$ cat src/rtl/l2_port_arbiter.sv
// l2_port_arbiter
//
// Round-robin arbiter and sequencer sharing one L2 request port among four
// L1 cache controllers. The winner's request is registered, its processor ID
// is stamped into address bits [31:30], and the L2 handshake is driven until
// l2_ready arrives or the timeout expires. A one-cycle completion pulse, with
// the fill line or a timeout error, is then returned to the winner.
//
// Ports:
//   clk, reset_n            clock, asynchronous active-low reset
//   req_valid/req_write     per-requester request and write-back flag
//   req_addr/req_wdata      packed per-requester address and write-back line
//   grant                   one-hot owner, high while the transaction is active
//   resp_valid/resp_err     completion pulse to the owner, error = timeout
//   resp_rdata              fill line returned with resp_valid
//   l2_req/l2_write         L2 request and write-back flag
//   l2_addr/l2_wdata        L2 address (owner ID in top two bits) and line
//   l2_ready/l2_rdata       L2 completion strobe and fill data

module l2_port_arbiter #(
  parameter int NUM_REQ       = 4,
  parameter int ADDRESS_WIDTH = 32,
  parameter int LINE_WIDTH    = 128,
  parameter int TIMEOUT       = 64
) (
  input  logic                               clk,
  input  logic                               reset_n,
  input  logic [NUM_REQ-1:0]                 req_valid,
  input  logic [NUM_REQ-1:0]                 req_write,
  input  logic [NUM_REQ*ADDRESS_WIDTH-1:0]   req_addr,
  input  logic [NUM_REQ*LINE_WIDTH-1:0]      req_wdata,
  output logic [NUM_REQ-1:0]                 grant,
  output logic [NUM_REQ-1:0]                 resp_valid,
  output logic                               resp_err,
  output logic [LINE_WIDTH-1:0]              resp_rdata,
  output logic                               l2_req,
  output logic                               l2_write,
  output logic [ADDRESS_WIDTH-1:0]           l2_addr,
  output logic [LINE_WIDTH-1:0]              l2_wdata,
  input  logic                               l2_ready,
  input  logic [LINE_WIDTH-1:0]              l2_rdata
);

  localparam int IDX_W = 2;
  localparam int TMO_W = $clog2(TIMEOUT);
  localparam logic [TMO_W-1:0] TMO_LAST = TMO_W'(TIMEOUT - 1);

  typedef enum logic [1:0] {
    IDLE = 2'd0,
    BUSY = 2'd1,
    RESP = 2'd2
  } state_e;

  state_e                     state_q, state_d;
  logic [IDX_W-1:0]           rr_ptr_q, rr_ptr_d;
  logic [IDX_W-1:0]           owner_q, owner_d;
  logic [TMO_W-1:0]           tmo_q, tmo_d;
  logic [NUM_REQ-1:0]         grant_q, grant_d;
  logic [NUM_REQ-1:0]         resp_valid_q, resp_valid_d;
  logic                       resp_err_q, resp_err_d;
  logic [LINE_WIDTH-1:0]      resp_rdata_q, resp_rdata_d;
  logic                       l2_req_q, l2_req_d;
  logic                       l2_write_q, l2_write_d;
  logic [ADDRESS_WIDTH-1:0]   l2_addr_q, l2_addr_d;
  logic [LINE_WIDTH-1:0]      l2_wdata_q, l2_wdata_d;

  logic                       win_found;
  logic [IDX_W-1:0]           win_idx;
  logic [IDX_W-1:0]           cand;
  logic [ADDRESS_WIDTH-1:0]   win_addr;

  // Round-robin search: first requester at or above rr_ptr, wrapping. The
  // 2-bit candidate index wraps naturally.
  always_comb begin
    win_found = 1'b0;
    win_idx   = rr_ptr_q;
    cand      = rr_ptr_q;
    for (int k = 0; k < NUM_REQ; k++) begin
      cand = rr_ptr_q + 2'(k);
      if (!win_found && req_valid[cand]) begin
        win_found = 1'b1;
        win_idx   = cand;
      end
    end
  end

  // Winner's address with its processor ID overwriting the top two bits.
  always_comb begin
    win_addr = req_addr[int'(win_idx)*ADDRESS_WIDTH +: ADDRESS_WIDTH];
    win_addr[ADDRESS_WIDTH-1 -: IDX_W] = win_idx;
  end

  always_comb begin
    state_d      = state_q;
    rr_ptr_d     = rr_ptr_q;
    owner_d      = owner_q;
    tmo_d        = tmo_q;
    grant_d      = grant_q;
    resp_valid_d = resp_valid_q;
    resp_err_d   = resp_err_q;
    resp_rdata_d = resp_rdata_q;
    l2_req_d     = l2_req_q;
    l2_write_d   = l2_write_q;
    l2_addr_d    = l2_addr_q;
    l2_wdata_d   = l2_wdata_q;

    case (state_q)
      IDLE: begin
        if (win_found) begin
          state_d    = BUSY;
          owner_d    = win_idx;
          tmo_d      = '0;
          grant_d    = NUM_REQ'(1) << win_idx;
          l2_req_d   = 1'b1;
          l2_write_d = req_write[win_idx];
          l2_addr_d  = win_addr;
          l2_wdata_d = req_wdata[int'(win_idx)*LINE_WIDTH +: LINE_WIDTH];
        end
      end

      BUSY: begin
        // l2_ready is tested first so a reply on the last allowed cycle
        // still completes without an error.
        if (l2_ready) begin
          state_d      = RESP;
          l2_req_d     = 1'b0;
          resp_valid_d = grant_q;
          resp_err_d   = 1'b0;
          resp_rdata_d = l2_rdata;
          tmo_d        = '0;
        end else if (tmo_q == TMO_LAST) begin
          state_d      = RESP;
          l2_req_d     = 1'b0;
          resp_valid_d = grant_q;
          resp_err_d   = 1'b1;
          resp_rdata_d = '0;
          tmo_d        = '0;
        end else begin
          tmo_d = tmo_q + 1'b1;
        end
      end

      RESP: begin
        state_d      = IDLE;
        resp_valid_d = '0;
        resp_err_d   = 1'b0;
        grant_d      = '0;
        rr_ptr_d     = owner_q + 1'b1;
      end

      default: begin
        state_d = IDLE;
      end
    endcase
  end

  always_ff @(posedge clk or negedge reset_n) begin
    if (!reset_n) begin
      state_q      <= IDLE;
      rr_ptr_q     <= '0;
      owner_q      <= '0;
      tmo_q        <= '0;
      grant_q      <= '0;
      resp_valid_q <= '0;
      resp_err_q   <= 1'b0;
      resp_rdata_q <= '0;
      l2_req_q     <= 1'b0;
      l2_write_q   <= 1'b0;
      l2_addr_q    <= '0;
      l2_wdata_q   <= '0;
    end else begin
      state_q      <= state_d;
      rr_ptr_q     <= rr_ptr_d;
      owner_q      <= owner_d;
      tmo_q        <= tmo_d;
      grant_q      <= grant_d;
      resp_valid_q <= resp_valid_d;
      resp_err_q   <= resp_err_d;
      resp_rdata_q <= resp_rdata_d;
      l2_req_q     <= l2_req_d;
      l2_write_q   <= l2_write_d;
      l2_addr_q    <= l2_addr_d;
      l2_wdata_q   <= l2_wdata_d;
    end
  end

  assign grant      = grant_q;
  assign resp_valid = resp_valid_q;
  assign resp_err   = resp_err_q;
  assign resp_rdata = resp_rdata_q;
  assign l2_req     = l2_req_q;
  assign l2_write   = l2_write_q;
  assign l2_addr    = l2_addr_q;
  assign l2_wdata   = l2_wdata_q;

endmodule

$ cat config.mk
export PLATFORM = sky130hd
export DESIGN_NAME = l2_port_arbiter
export DESIGN_NICKNAME = d
export VERILOG_FILES = /design/src/rtl/l2_port_arbiter.sv
export SDC_FILE = /design/constraint.sdc
export NUM_CORES = 1
export LEC_CHECK = 0
export CORE_AREA = 2 2 419 421
export CTS_CLUSTER_SIZE = 28
export DETAILED_ROUTE_END_ITERATION = 12
export DIE_AREA = 0 0 421 423
export PLACE_DENSITY = 0.35
export RECOVER_POWER = 100
export SETUP_SLACK_MARGIN = 0.2
export SYNTH_ARGS = -nofsm -noshare
export SYNTH_HDL_FRONTEND = slang
export SYNTH_SLANG_ARGS = --single-unit
export TNS_END_PERCENT = 100
$ cat constraint.sdc
create_clock -name clk -period 2.2 [get_ports clk]
set_clock_uncertainty 0.1 [all_clocks]
set_input_delay 0.33 -clock clk [delete_from_list [all_inputs] [get_ports clk]]
set_output_delay 0.33 -clock clk [all_outputs]
set_load 0.1 [all_outputs]
# After elaboration in Yosys (flattened, before gate mapping)
# Index checks and enable logic that the tools add are counted.
# classes
addsub,5
magnitude_cmp,5
n_eq_ne,5
shifts,3
mux,39
n_reduce_logical,18
# ops
op,count
$shiftx 512x10->128,1
$mux 128,2
$shiftx 128x8->30,1
$mux 6,3
$pmux 4 s2,2
$lt 2x3->1 const B,5
$mux 1,14
$mux 2,6
$mux 4,3
$pmux 6 s2,1
$reduce_and 2->1,6
$bmux 1 s2,5
$reduce_bool 2->1,4
$add 6x1->6 const B,1
$eq 6x6->1 const B,1
$add 2x1->2 const B,2
$add 2x2->2 const B,2
$pmux 1 s2,2
$pmux 2 s2,1
$shl 1x2->4 const A,1
$logic_and 1x1->1,3
$logic_not 1->1,3
$ne 3x3->1 const B,1
$reduce_and 3->1,1
other kinds (4),4
# word_totals
regBits,311
inputBits,779
out_inout_bits,299
word_cells,87

# Longest topological paths before layout
# logic_depth
ltp_word,15
depth_mapped,9
mapped_depth_nobuf,6

# Least setup slack after synthesis
# Ideal clock, no wire load.
# synth_path
kind,flip-flop to flip-flop
start,register tmo_q[0]
end,register resp_valid_q[0] (netlist: resp_valid[0])
setup_ps,83
arrival_ps,1941
required_time_ps,2017
path_slack_ps,76
stages_incl_launch_ff,9
n_path_buf,2
synth_period_minus_slack_ps,2124
cell_sequence,dfrtp_1 > ha_1 > and3_1 > and3_1 > o21ai_0 > clkbuf_1 > clkbuf_1 > nand3_1 > o21ai_0
# synth_via
elab_chain_len,3
# synth_lines
element,line,rtl
start: declaration,57,"logic [TMO_W-1:0] tmo_q, tmo_d;"
start signal: assignment,175,tmo_q <= tmo_d;
$eq 6x6->1,131,end else if (tmo_q == TMO_LAST) begin
$ne 3x3->1 (no source line),-,
$reduce_and 2->1 (no source line),-,
end signal: assignment,177,resp_valid_q <= resp_valid_d;
end: declaration,59,"logic [NUM_REQ-1:0] resp_valid_q, resp_valid_d;"
# Every way passes these cells.
# A chain may end at the register's enable or synchronous reset.

# Worst setup path in the final report
# layout_path
start,input req_valid[3]
end,register l2_wdata_q[74] (netlist: l2_wdata[74])
# layout_via
elab_chain_len,13
elab_cells_between_ends,23
classes_between,1 x shift; 15 x mux; 7 x reduce/logical
# layout_lines
element,line,rtl
start: declaration,28,"input logic [NUM_REQ-1:0] req_valid,"
$bmux 1 s2,80,if (!win_found && req_valid[cand]) begin
$mux 1 (not written as such),80,
$mux 1,80,
$logic_not 1->1,80,
$logic_and 1x1->1,80,
$mux 1,80,
$logic_not 1->1,80,
$logic_and 1x1->1,80,
$mux 1,80,
$logic_not 1->1,80,
$logic_and 1x1->1,80,
$mux 2 or $mux 1 (tied branches),80,
$shiftx 512x10->128 or $reduce_and 2->1 (tied branches),-,
end signal: assignment,183,l2_wdata_q <= l2_wdata_d;
end: declaration,65,"logic [LINE_WIDTH-1:0] l2_wdata_q, l2_wdata_d;"
# Parallel ways exist; a longest one is shown, timed or not. The select of a mux whose other input is x is not followed.

==> flow_summary.json <==
{
  "run_status": "finished with violations",
  "violated_checks": "capacitance limit, slew limit, setup timing",
  "ys_async_sr_fraction_pct": 100,
  "wl_met2_um": 79200,
  "clk_path_buf_depth": 3,
  "final_design_area_no_fill_um2": 35500,
  "most_frequent_cells_after_synthesis": "309 x sky130_fd_sc_hd__dfrtp_1, 168 x sky130_fd_sc_hd__a21oi_1, 161 x sky130_fd_sc_hd__clkbuf_1, 161 x sky130_fd_sc_hd__o31ai_1",
  "total_leakage_power_nw": 13.9,
  "clock_pin_slew_of_the_registers_on_the_worst_case_setup_and_hold_paths_ns": 0.06,
  "cp-start-kind": "input pin",
  "synth_area_leaders": "sky130_fd_sc_hd__dfrtp_1 47%, sky130_fd_sc_hd__a221o_1 9.7%, sky130_fd_sc_hd__o22a_1 8.5%, sky130_fd_sc_hd__o31ai_1 7.3%, sky130_fd_sc_hd__a22o_1 6.9%",
  "design.die.area_um2": 178000,
  "worst_slew_pin_slew_ns": 1.55,
  "finalSetupViolations": 108,
  "postPlaceCellArea_um2": 31400,
  "first_global_vias": 21300,
  "drt-met1-wl_um": 59500,
  "critical_path.max_stage_delay_ns": 0.66,
  "start_util_pct": 9.51,
  "placedCellCount": 5010,
  "drc_markers": 0,
  "synth.most_common_cell": "sky130_fd_sc_hd__dfrtp_1",
  "worstPathBufferInverterCount": 6,
  "critPathRequiredTime_ns": 2.62,
  "iter_0_drt_violations": 1375,
  "synth_area_per_cell_um2": 10.4,
  "yosys_register_bits": 309,
  "synth-edff-count": 0,
  "clock_latency_ns": 0.64,
  "rsz_0062_raised_after_global_routing": "yes",
  "maxSlewViolCount": 34,
  "postLayoutCoreUtil_pct": 20.5,
  "route.top_layer_used": "met5",
  "vias": 20800,
  "port_buffers": 1069,
  "grtUsageTotal_pct": 15.8,
  "synth-main-ff-cell": "sky130_fd_sc_hd__dfrtp_1",
  "grt_first_pass_wirelength_um": 195000,
  "synth.lib_cells_used.distinct": 40,
  "post_synth_inst_count": 1580,
  "instances_no_fill": 5210,
  "critPathTopFamily": "buffers and inverters",
  "ys.warnings.count": 0,
  "max_cap_violations": 1,
  "chain_of_cells_forming_the_critical_path": "dlygate4sd3_1, buf_4, nand2b_1, a21oi_4, buf_12, buf_12, buf_12, buf_12, o31ai_4, a21oi_2, o22a_1",
  "ctsRootBufferMaster": "sky130_fd_sc_hd__clkbuf_16",
  "ios": 1078,
  "clock_sink_count": 309,
  "timing.final.crit_share_pct": 105,
  "syn_area_um2": 16500,
  "route.final.wire_length_um": 151000,
  "powerDensity_nw_per_um2": 1850,
  "most_frequent_cell_on_critical_path": "sky130_fd_sc_hd__buf_12",
  "nNetsFinal": 3623,
  "crit_path_time_final_ns": 2.30,
  "drtPass1Iterations": 5,
  "gp_congestion": 0.877,
  "cp.arrival_ns": 2.73,
  "worst_path_max_delay_cell": "sky130_fd_sc_hd__dlygate4sd3_1",
  "floorplan.core_area_um2": 173000,
  "number_of_antenna_violations_at_the_first_check_in_global_routing": 25,
  "maximum_number_of_pins_on_one_net_before_global_route_repair": 84,
  "hold_path_class": "in2reg",
  "fin_tns_setup_ns": -4.19,
  "yosysSeqAreaShare_pct": 46.9,
  "cts_tree": "yes",
  "cts_max_level": 2,
  "die_w_um": 421,
  "achievable-frequency_mhz": 434,
  "met3RoutedLength_um": 7780,
  "avgRoutedWirePerCell_um": 28.9,
  "chipHeight_um": 423,
  "syn_to_final_growth_pct": 116,
  "vdd_ir_drop_max_v": 0.00128,
  "total_cts_buffers": 46,
  "synth.top_cell.area_share_pct": 46.9,
  "syn_nets": 2360,
  "yosysTopAreaCell": "sky130_fd_sc_hd__dfrtp_1",
  "worst-setup-path-type": "in2reg",
  "dp_worst_setup_slack_ns": -1.41,
  "core.rowCount": 153,
  "drt.antenna.violating_nets": 0,
  "max-slew-margin-rel_pct": -3.21,
  "dp_hpwl_um": 109000,
  "drive_above_1_share_pct": 32.6,
  "final_hold_viol_count": 0,
  "worstSetupEndpointType": "flip-flop",
  "grt.overflow.total": 0,
  "critical_path_fanouts_max": 8,
  "drt-vias-per-instance": 4.00,
  "postLayoutSetupSlackWorst_ns": -0.102
}
## per-layer routing
layer	track usage, %	vias up
li1	-	9095
met1	18.4	10700
met2	28.9	827
met3	3.17	146
met4	4.47	6
met5	0	-
## kinds of logic (layout without fill, tap and decap cells)
logic type,Yosys count,after routing,share of synthesized area (%)
buffers and inverters,240,1537,6.39
adder cells (fa/ha/maj),1,1,0.0759
XOR/XNOR,4,4,0.213
flip-flops,309,309,46.9
AO/OA/AOI/OAI,800,800,38.3
AND/OR/NAND/NOR,226,226,8.04
other,0,8,0
## sequential cells by signal, indices dropped and copies added, names as in the netlist
register and flops:
l2_wdata 128, state_q 2, resp_valid 4, resp_err 1
l2_write 1, tmo_q 6, l2_addr 30, grant 4
owner_q 2, rr_ptr_q 2, l2_req 1, resp_rdata 128
## final timing paths
kind                                    start              end  slack, ns  cells after the start
worst min-delay path             l2_rdata[14]   resp_rdata[14]       0.18                      2
max in group asynchronous             reset_n    l2_wdata[104]       0.18                      3
min in group asynchronous             reset_n  resp_rdata[108]       0.52                      2
worst min register to register  resp_valid[3]    resp_valid[3]       0.40                      2
worst max-delay path             req_valid[3]     l2_wdata[74]      -0.10                     11
worst max register to register    rr_ptr_q[0]    l2_wdata[111]      -0.06                      8
## cells in the final DEF, fill, tap and decap left out, types with 80 or more instances in the layout
cell,n
sky130_fd_sc_hd__clkdlybuf4s50_1,765
sky130_fd_sc_hd__dfrtp_1,308
sky130_fd_sc_hd__clkbuf_2,295
sky130_fd_sc_hd__a221o_1,159
sky130_fd_sc_hd__nand4_1,159
sky130_fd_sc_hd__o22a_1,159
sky130_fd_sc_hd__buf_4,139
sky130_fd_sc_hd__a22o_1,129
sky130_fd_sc_hd__a21oi_1,89
sky130_fd_sc_hd__buf_12,80
## power breakdown
part           switching (mW)  leakage (nW)  internal, mW
sequential               1.89          3.66          8.52
clock                    3.33         0.741          4.54
combinational            34.0          9.53          13.5
total                    39.2          13.9          26.6
## through the flow
step | hold slack [ns] | total power, mW
2_1_floorplan | -0.0656 | 39.3
3_3_place_gp | 0.193 | 55.1
3_5_place_dp | 0.209 | 55.1
4_1_cts | 0.0648 | 67.0
5_1_grt | 0.138 | 68.3
6_report | 0.182 | 65.8
## what timing repair did
action	CTS	global route
resized for setup	247	153
hold buffers	1	0
endpoints found under the setup margin	258	296
pin swaps	112	102
cloned	26	16
buffers inserted	48	19
endpoints found under the hold margin	166	0
## cell type report
type | instances | area (um2)
sequential | 309 | 7730
multi-input combinational | 1031 | 9030
clock buffer | 67 | 1290
inverter | 10 | 40.0
clock inverter | 15 | 219
tap | 2325 | 2910
antenna | 8 | 20.0
timing repair buffer | 1445 | 14300
fill | 19000 | 138000
(Power assumes the default switching activity.)
